[config.mk]
export PLATFORM = sky130hd
export DESIGN_NAME = aes_key_expand_seq_flat
export DESIGN_NICKNAME = d
export VERILOG_FILES = /design/src/rtl/aes_pkg.sv /design/src/rtl/aes_key_expand_seq_if.sv /design/src/rtl/aes_sbox.sv /design/src/rtl/aes_key_expand_seq.sv /design/src/flat_wrapper.sv
export SDC_FILE = /design/constraint.sdc
export NUM_CORES = 2
export LEC_CHECK = 0
export CAP_MARGIN = 20
export CELL_PAD_IN_SITES_DETAIL_PLACEMENT = 0
export CELL_PAD_IN_SITES_GLOBAL_PLACEMENT = 1
export CORE_MARGIN = 2
export CORE_UTILIZATION = 45
export DETAILED_ROUTE_END_ITERATION = 7
export HOLD_SLACK_MARGIN = 0.1
export PLACE_DENSITY_LB_ADDON = 0.1
export SLEW_MARGIN = 25
export SYNTH_ARGS = -nofsm -noshare
export SYNTH_HDL_FRONTEND = slang
export SYNTH_HIERARCHICAL = 1
export SYNTH_SLANG_ARGS = --single-unit
[constraint.sdc]
create_clock -name clk -period 25 [get_ports clk]
set_input_delay 7.5 -clock clk [delete_from_list [all_inputs] [get_ports clk]]
set_output_delay 7.5 -clock clk [all_outputs]
set_load 0.01 [all_outputs]
[src/rtl/aes_pkg.sv]
// Shared definitions for the sequential AES key-schedule engine.
// Holds the mode encodings, the FSM state type, the per-mode Nk/Nr lookup,
// the rcon doubling step and RotWord.
package aes_pkg;

    typedef enum logic [1:0] {
        MODE_128 = 2'b00,
        MODE_192 = 2'b01,
        MODE_256 = 2'b10,
        MODE_ILL = 2'b11
    } aes_mode_e;

    typedef enum logic [1:0] {
        ST_IDLE  = 2'b00,
        ST_GEN   = 2'b01,
        ST_DRAIN = 2'b10
    } kx_state_e;

    // Key length in 32-bit words. The illegal mode maps to 8 so that callers
    // must still check the mode explicitly.
    function automatic logic [3:0] aes_nk(input logic [1:0] mode);
        case (mode)
            MODE_128: return 4'd4;
            MODE_192: return 4'd6;
            default:  return 4'd8;
        endcase
    endfunction

    function automatic logic [3:0] aes_nr(input logic [1:0] mode);
        case (mode)
            MODE_128: return 4'd10;
            MODE_192: return 4'd12;
            default:  return 4'd14;
        endcase
    endfunction

    // Multiply by x in GF(2^8), reduction polynomial x^8+x^4+x^3+x+1.
    function automatic logic [7:0] rcon_xtime(input logic [7:0] b);
        return {b[6:0], 1'b0} ^ (b[7] ? 8'h1b : 8'h00);
    endfunction

    function automatic logic [31:0] rot_word(input logic [31:0] w);
        return {w[23:0], w[31:24]};
    endfunction

endpackage

[src/rtl/aes_key_expand_seq_if.sv]
// Request/round-key stream bundle for aes_key_expand_seq.
// slave  : the key expander (takes start/mode/key_in/rk_ready, drives the rest)
// master : the requester / round-key consumer
interface aes_key_expand_seq_if;
    logic         start;
    logic         start_ready;
    logic [1:0]   mode;
    logic [255:0] key_in;
    logic         rk_valid;
    logic         rk_ready;
    logic [127:0] rk_data;
    logic [3:0]   rk_idx;
    logic         rk_last;
    logic         busy;
    logic         err;

    modport slave (
        input  start, mode, key_in, rk_ready,
        output start_ready, rk_valid, rk_data, rk_idx, rk_last, busy, err
    );

    modport master (
        output start, mode, key_in, rk_ready,
        input  start_ready, rk_valid, rk_data, rk_idx, rk_last, busy, err
    );
endinterface

[src/rtl/aes_sbox.sv]
// Combinational AES forward S-box for one byte.
// Ports: in_i  - input byte
//        out_o - substituted byte
// Built as multiplicative inverse in GF(2^8) followed by the affine map,
// which keeps the source short instead of a 256-entry table.
module aes_sbox (
    input  logic [7:0] in_i,
    output logic [7:0] out_o
);

    function automatic logic [7:0] gf_mul(input logic [7:0] a, input logic [7:0] b);
        logic [7:0] p;
        logic [7:0] aa;
        p  = 8'h00;
        aa = a;
        for (int k = 0; k < 8; k++) begin
            if (b[k]) p = p ^ aa;
            aa = {aa[6:0], 1'b0} ^ (aa[7] ? 8'h1b : 8'h00);
        end
        return p;
    endfunction

    // x^254 == x^-1 for x != 0, and 0 maps to 0 as the S-box requires.
    // 254 = 2+4+...+128, so multiply together the repeated squares.
    function automatic logic [7:0] gf_inv(input logic [7:0] x);
        logic [7:0] r;
        logic [7:0] sq;
        r  = 8'h01;
        sq = x;
        for (int k = 1; k < 8; k++) begin
            sq = gf_mul(sq, sq);
            r  = gf_mul(r, sq);
        end
        return r;
    endfunction

    logic [7:0] inv;

    always_comb begin
        inv   = gf_inv(in_i);
        out_o = inv
              ^ {inv[6:0], inv[7]}
              ^ {inv[5:0], inv[7:6]}
              ^ {inv[4:0], inv[7:5]}
              ^ {inv[3:0], inv[7:4]}
              ^ 8'h63;
    end

endmodule

[src/rtl/aes_key_expand_seq.sv]
// Iterative AES-128/192/256 key schedule. One 32-bit schedule word per
// active cycle; every fourth word completes a 128-bit round key that is
// presented on a valid/ready stream.
// Ports: clk, rst_n (async, active low)
//        bus (slave): start/start_ready/mode/key_in request,
//                     rk_valid/rk_ready/rk_data/rk_idx/rk_last stream,
//                     busy status, err pulse on a rejected mode.
//
// state    | meaning
// ---------+--------------------------------------------------------------
// ST_IDLE  | waiting for start; start_ready high
// ST_GEN   | producing one schedule word per cycle unless the output stalls
// ST_DRAIN | all words produced, waiting for the rk_last handshake
module aes_key_expand_seq
    import aes_pkg::*;
#(
    parameter int MAX_NK = 8
) (
    input logic                 clk,
    input logic                 rst_n,
    aes_key_expand_seq_if.slave bus
);

    kx_state_e    state_q, state_d;
    // win_q[0] is w[i-Nk], win_q[Nk-1] is w[i-1]. Before the key words are
    // emitted they sit here in order and simply rotate through.
    logic [31:0]  win_q [MAX_NK];
    logic [31:0]  win_d [MAX_NK];
    logic [3:0]   nk_q, nk_d;
    logic [3:0]   nr_q, nr_d;
    logic [5:0]   i_q, i_d;
    logic [2:0]   j_q, j_d;
    logic [7:0]   rcon_q, rcon_d;
    logic [31:0]  acc_q [3];
    logic [31:0]  acc_d [3];
    logic         rk_valid_q, rk_valid_d;
    logic         rk_last_q, rk_last_d;
    logic [127:0] rk_data_q, rk_data_d;
    logic [3:0]   rk_idx_q, rk_idx_d;
    logic         err_q, err_d;

    logic         mode_ok;
    logic         handshake;
    logic         produce;
    logic         expand_phase;
    logic [31:0]  w_prev;
    logic [31:0]  sub_in;
    logic [31:0]  sub_out;
    logic [31:0]  t_word;
    logic [31:0]  new_word;

    assign mode_ok      = (bus.mode != MODE_ILL) && (int'(aes_nk(bus.mode)) <= MAX_NK);
    assign handshake    = rk_valid_q && bus.rk_ready;
    assign produce      = (state_q == ST_GEN) && !(rk_valid_q && !bus.rk_ready);
    assign expand_phase = (i_q >= {2'b00, nk_q});

    always_comb begin
        w_prev = win_q[0];
        for (int k = 0; k < MAX_NK; k++) begin
            if (4'(k) == nk_q - 4'd1) w_prev = win_q[k];
        end
    end

    assign sub_in = (j_q == 3'd0) ? rot_word(w_prev) : w_prev;

    for (genvar b = 0; b < 4; b++) begin : g_sbox
        aes_sbox u_sbox (
            .in_i  (sub_in[8*b +: 8]),
            .out_o (sub_out[8*b +: 8])
        );
    end

    always_comb begin
        t_word = w_prev;
        if (j_q == 3'd0) begin
            t_word = sub_out ^ {rcon_q, 24'h000000};
        end else if (nk_q == 4'd8 && j_q == 3'd4) begin
            t_word = sub_out;
        end
        new_word = expand_phase ? (win_q[0] ^ t_word) : win_q[0];
    end

    always_comb begin
        state_d    = state_q;
        win_d      = win_q;
        nk_d       = nk_q;
        nr_d       = nr_q;
        i_d        = i_q;
        j_d        = j_q;
        rcon_d     = rcon_q;
        acc_d      = acc_q;
        rk_valid_d = rk_valid_q;
        rk_last_d  = rk_last_q;
        rk_data_d  = rk_data_q;
        rk_idx_d   = rk_idx_q;
        err_d      = 1'b0;

        // A key produced on the same edge below overrides this clear.
        if (handshake) rk_valid_d = 1'b0;

        case (state_q)
            ST_IDLE: begin
                if (bus.start) begin
                    if (mode_ok) begin
                        for (int k = 0; k < MAX_NK; k++) begin
                            win_d[k] = bus.key_in[255-32*k -: 32];
                        end
                        nk_d    = aes_nk(bus.mode);
                        nr_d    = aes_nr(bus.mode);
                        i_d     = 6'd0;
                        j_d     = 3'd0;
                        rcon_d  = 8'h01;
                        state_d = ST_GEN;
                    end else begin
                        err_d = 1'b1;
                    end
                end
            end
            ST_GEN: begin
                if (produce) begin
                    for (int k = 0; k < MAX_NK; k++) begin
                        if (4'(k) == nk_q - 4'd1) win_d[k] = new_word;
                        else                      win_d[k] = win_q[(k+1) % MAX_NK];
                    end
                    i_d = i_q + 6'd1;
                    j_d = ({1'b0, j_q} == nk_q - 4'd1) ? 3'd0 : j_q + 3'd1;
                    if (expand_phase && j_q == 3'd0) rcon_d = rcon_xtime(rcon_q);
                    case (i_q[1:0])
                        2'd0: acc_d[0] = new_word;
                        2'd1: acc_d[1] = new_word;
                        2'd2: acc_d[2] = new_word;
                        default: begin
                            rk_data_d  = {acc_q[0], acc_q[1], acc_q[2], new_word};
                            rk_idx_d   = i_q[5:2];
                            rk_last_d  = (i_q[5:2] == nr_q);
                            rk_valid_d = 1'b1;
                        end
                    endcase
                    if (i_q == {nr_q, 2'b11}) state_d = ST_DRAIN;
                end
            end
            ST_DRAIN: begin
                if (handshake && rk_last_q) state_d = ST_IDLE;
            end
            default: state_d = ST_IDLE;
        endcase
    end

    always_ff @(posedge clk or negedge rst_n) begin
        if (!rst_n) begin
            state_q    <= ST_IDLE;
            for (int k = 0; k < MAX_NK; k++) win_q[k] <= 32'h0;
            nk_q       <= 4'd4;
            nr_q       <= 4'd10;
            i_q        <= 6'd0;
            j_q        <= 3'd0;
            rcon_q     <= 8'h01;
            for (int k = 0; k < 3; k++) acc_q[k] <= 32'h0;
            rk_valid_q <= 1'b0;
            rk_last_q  <= 1'b0;
            rk_data_q  <= 128'h0;
            rk_idx_q   <= 4'd0;
            err_q      <= 1'b0;
        end else begin
            state_q    <= state_d;
            win_q      <= win_d;
            nk_q       <= nk_d;
            nr_q       <= nr_d;
            i_q        <= i_d;
            j_q        <= j_d;
            rcon_q     <= rcon_d;
            acc_q      <= acc_d;
            rk_valid_q <= rk_valid_d;
            rk_last_q  <= rk_last_d;
            rk_data_q  <= rk_data_d;
            rk_idx_q   <= rk_idx_d;
            err_q      <= err_d;
        end
    end

    assign bus.start_ready = (state_q == ST_IDLE);
    assign bus.busy        = (state_q != ST_IDLE);
    assign bus.rk_valid    = rk_valid_q;
    assign bus.rk_data     = rk_data_q;
    assign bus.rk_idx      = rk_idx_q;
    assign bus.rk_last     = rk_valid_q && rk_last_q;
    assign bus.err         = err_q;

endmodule
[src/flat_wrapper.sv]
// flat-port wrapper written by rule: the top's interface ports become plain ports
module aes_key_expand_seq_flat import aes_pkg::*;
#(
    parameter int MAX_NK = 8
)
  (clk, rst_n, bus_start, bus_mode, bus_key_in, bus_rk_ready, bus_start_ready, bus_rk_valid, bus_rk_data, bus_rk_idx, bus_rk_last, bus_busy, bus_err);
  aes_key_expand_seq_if bus_i ();
  input logic clk;
  input logic rst_n;
  input wire logic [$bits(bus_i.start)-1:0] bus_start;
  input wire logic [$bits(bus_i.mode)-1:0] bus_mode;
  input wire logic [$bits(bus_i.key_in)-1:0] bus_key_in;
  input wire logic [$bits(bus_i.rk_ready)-1:0] bus_rk_ready;
  output wire logic [$bits(bus_i.start_ready)-1:0] bus_start_ready;
  output wire logic [$bits(bus_i.rk_valid)-1:0] bus_rk_valid;
  output wire logic [$bits(bus_i.rk_data)-1:0] bus_rk_data;
  output wire logic [$bits(bus_i.rk_idx)-1:0] bus_rk_idx;
  output wire logic [$bits(bus_i.rk_last)-1:0] bus_rk_last;
  output wire logic [$bits(bus_i.busy)-1:0] bus_busy;
  output wire logic [$bits(bus_i.err)-1:0] bus_err;
  assign bus_i.start = bus_start;
  assign bus_i.mode = bus_mode;
  assign bus_i.key_in = bus_key_in;
  assign bus_i.rk_ready = bus_rk_ready;
  assign bus_start_ready = bus_i.start_ready;
  assign bus_rk_valid = bus_i.rk_valid;
  assign bus_rk_data = bus_i.rk_data;
  assign bus_rk_idx = bus_i.rk_idx;
  assign bus_rk_last = bus_i.rk_last;
  assign bus_busy = bus_i.busy;
  assign bus_err = bus_i.err;
  aes_key_expand_seq #(.MAX_NK(MAX_NK)) u_core (.clk(clk), .rst_n(rst_n), .bus(bus_i));
endmodule
==> flow_summary.json <==
{
  "clock_path_buffers": 3,
  "detail_route.first_pass.iterations": 6,
  "postCtsResizedCells": 0,
  "timing.rr.end": "u_core/acc_q[9]",
  "detailed_place.area_um2": 92500,
  "syn-mean-instance-area_um2": 8.37,
  "slew_headroom_pct": 23.9,
  "critPathRequiredTime_ns": 25.54,
  "worst_hold_path.num_cells": 2,
  "count_of_boundary_i_o_pins": 399,
  "fin_tns_setup_ns": 0,
  "gr-total-overflow": 0,
  "dp_hpwl_um": 234000,
  "layout.area.seq_um2": 12800,
  "core_um2": 190000,
  "worstReg2RegStart": "u_core/nk_q[1]",
  "finalHoldViolations": 0,
  "dieHeight_um": 441,
  "synth.distinct_cells": 122,
  "finalWirelength_um": 318000,
  "dieWidth_um": 441,
  "routed_via_density": 6.07,
  "area_overhead_vs_synth_pct": 10.4,
  "nets": 10600,
  "synth_area_leaders": "sky130_fd_sc_hd__dfrtp_1, sky130_fd_sc_hd__xnor2_1, sky130_fd_sc_hd__xnor3_1",
  "run_status": "complete, no violations",
  "ant_nets": 0,
  "setup.worst_path.end_class": "flip-flop",
  "cts_tree": "yes",
  "port_buf_inserts": 398,
  "grt_antenna_before_repair": 23,
  "total_die_area_um2": 194000,
  "rsz0062_at_grt": "no",
  "residual_drc_count": 0,
  "reg2reg_depth": 65,
  "synthesis.area_um2": 85800,
  "final.period_utilization_pct": 92.3,
  "slowest_delay_ns": 0.87,
  "sequential_fraction_of_the_synthesis_area_pct": 14.9,
  "timing.final.max_slew_violations": 0,
  "cts_hold_buffers": 0,
  "yosys.area.top_type": "sky130_fd_sc_hd__dfrtp_1",
  "timing.hold.worst.class": "reg2reg",
  "drv_cap": 0,
  "synth_flop_cell": "sky130_fd_sc_hd__dfrtp_1",
  "critical-path-slowest-cell": "sky130_fd_sc_hd__dfrtp_2",
  "timing.hold.worst_endpoint": "u_core/rk_last_q",
  "routed-via-count": 77900,
  "root_buffer": "sky130_fd_sc_hd__clkbuf_16",
  "clock_sink_count": 511,
  "timing.critical_path.arrival_ns": 23.62,
  "launching_element_type_of_the_critical_path": "flip-flop",
  "grt_use_total_pct": 31.7,
  "multi_input_comb_area_um2": 70000,
  "first_global_vias": 74500,
  "ys_warn_count": 6,
  "r2r_setup_slack_ns": 1.92,
  "worst_setup_hold_path_clk_slew_ns": 0.07,
  "cts_made_buffers": 58,
  "most_frequent_cell_on_the_critical_path": "sky130_fd_sc_hd__nand2_1",
  "yosys.area.top_type_share_pct": 14.8,
  "syn_inst": 10300,
  "cts_setup_buffers": 0,
  "place_congestion": 0.988,
  "final_layout_size_suffix_gt1_share_pct": 12.7,
  "holdCritStartpoint": "u_core/rk_last_q",
  "async_reset_ff_share_pct": 100,
  "syn_nets": 10600,
  "drt_first_iter_violations": 7275,
  "routedWlPerCell_um": 24.8,
  "timing_worst_setup_path_type": "reg2reg",
  "rows": 160,
  "clock-skew-final_ns": 0.0435,
  "setup_viol": 0,
  "worstSkewPairLatency_ns": 0.65,
  "ys_ff_latch": 511,
  "finalWorstPathRequiredPeriod_ns": 23.08,
  "grt_max_degree": 172,
  "fillers": 18200,
  "synth-edff-count": 0,
  "worst_margin_pin_slew_ns": 1.14,
  "final_cell_area_um2": 94700,
  "max_clock_freq_mhz": 43.3,
  "initial_utilization_pct": 45.2,
  "grt_first_pass_wirelength_um": 480000,
  "htree_levels": 2,
  "critPathMaxFanout": 25
}
[flip-flops by register name (all words and copies together), names as in the netlist]
signal and flops:
u_core/acc_q 96, u_core/bus.err 1, u_core/bus.rk_data 128, u_core/bus.rk_idx 4, u_core/bus.rk_valid 1, u_core/i_q 6, u_core/j_q 3, u_core/nk_q 3
u_core/nr_q 2, u_core/rcon_q 8, u_core/rk_last_q 1, u_core/state_q 2, u_core/win_q 256
[layout make-up]
cell class,count,area share (%)
multi-input combinational,8901,73.9
sequential,511,13.5
timing repair buffer,700,6.69
tap,2511,3.32
clock buffer,76,1.73
clock inverter,29,0.460
inverter,97,0.387
antenna,14,0.0370
[cells in the mapped netlist, drive strengths merged (244+ instances only)]
cell type and instances:
clkbuf 424, buf 317, mux2i 244, xnor3 400
o21ai 433, nor2 1356, dfrtp 508, xnor2 1625
nand2 1231, a21oi 406, nand3 271, xor2 428
[critical path, delay by kind of cell (launching register included)]
kind,cells,cell delay [ns]
simple gates,15,3.54
xor+xnor,16,6.67
flops,1,0.87
fa+ha+maj,5,2.87
compound gates,17,4.97
mux,4,1.09
buf+inv,8,2.83
[metal layers]
| layer | global-route usage (%) | wire (um) | up-vias |
|---|---|---|---|
| li1 | - | - | 36200 |
| met1 | 42.6 | 135000 | 38300 |
| met2 | 50.4 | 145000 | 2927 |
| met3 | 4.81 | 22100 | 506 |
| met4 | 14.2 | 16000 | 12 |
| met5 | 0 | 80 | - |
[worst max-delay path by stage]
stage / startpoint / end / slack (ns) / depth (start not counted)
finish: u_core/nk_q[1] / u_core/acc_q[9] / 1.92 / 65
global route: u_core/nk_q[1] / u_core/bus.rk_data[9] / 0.39 / 64
CTS: u_core/nk_q[1] / u_core/win_q[73] / 2.22 / 64
detailed placement: u_core/nk_q[1] / u_core/bus.rk_data[9] / 2.37 / 64
global placement: u_core/nk_q[1] / u_core/acc_q[17] / 2.56 / 66
floorplan: u_core/nk_q[1] / u_core/win_q[91] / 7.06 / 71
[cell usage in the layout (no fill, tap or decap), types with 117 or more instances in the layout]
cell                              count
sky130_fd_sc_hd__a21oi_1            392
sky130_fd_sc_hd__nor2_1            1319
sky130_fd_sc_hd__nand2_1           1222
sky130_fd_sc_hd__a31oi_1            203
sky130_fd_sc_hd__nand3_1            270
sky130_fd_sc_hd__clkdlybuf4s50_1    397
sky130_fd_sc_hd__xnor3_1            356
sky130_fd_sc_hd__mux2i_1            235
sky130_fd_sc_hd__buf_4              294
sky130_fd_sc_hd__xnor2_1           1342
sky130_fd_sc_hd__dfrtp_1            507
sky130_fd_sc_hd__o22ai_1            117
sky130_fd_sc_hd__xnor2_2            239
sky130_fd_sc_hd__xor2_1             352
sky130_fd_sc_hd__o21ai_0            320
sky130_fd_sc_hd__mux2_2             223
sky130_fd_sc_hd__nor3_1             214
[cell families (layout without fill, tap and decap cells)]
logic type	Yosys count	count (layout)	share of synthesized area [%]
other	0	14	0
flip-flops	511	511	14.9
AND/OR/NAND/NOR	3734	3734	19.5
multiplexers	510	510	6.97
AO/OA/AOI/OAI	2101	2101	17.0
adder cells (fa/ha/maj)	43	43	0.616
XOR/XNOR	2513	2513	36.5
buffers and inverters	838	902	4.47
[stage by stage]
stage | setup slack [ns] | hold slack, ns | utilization, % | cells
2_1_floorplan | 7.06 | 0.439 | - | 10300
3_3_place_gp | 2.56 | 0.455 | 48.7 | 12700
3_5_place_dp | 2.37 | 0.456 | 48.7 | 12700
4_1_cts | 2.22 | 0.480 | 49.8 | 12800
5_1_grt | 0.385 | 0.511 | 49.9 | 12800
6_report | 1.92 | 0.473 | 49.9 | 12800
Power is not shown: default switching activity piles up to over one toggle a cycle in this logic, so the estimate is an artifact.
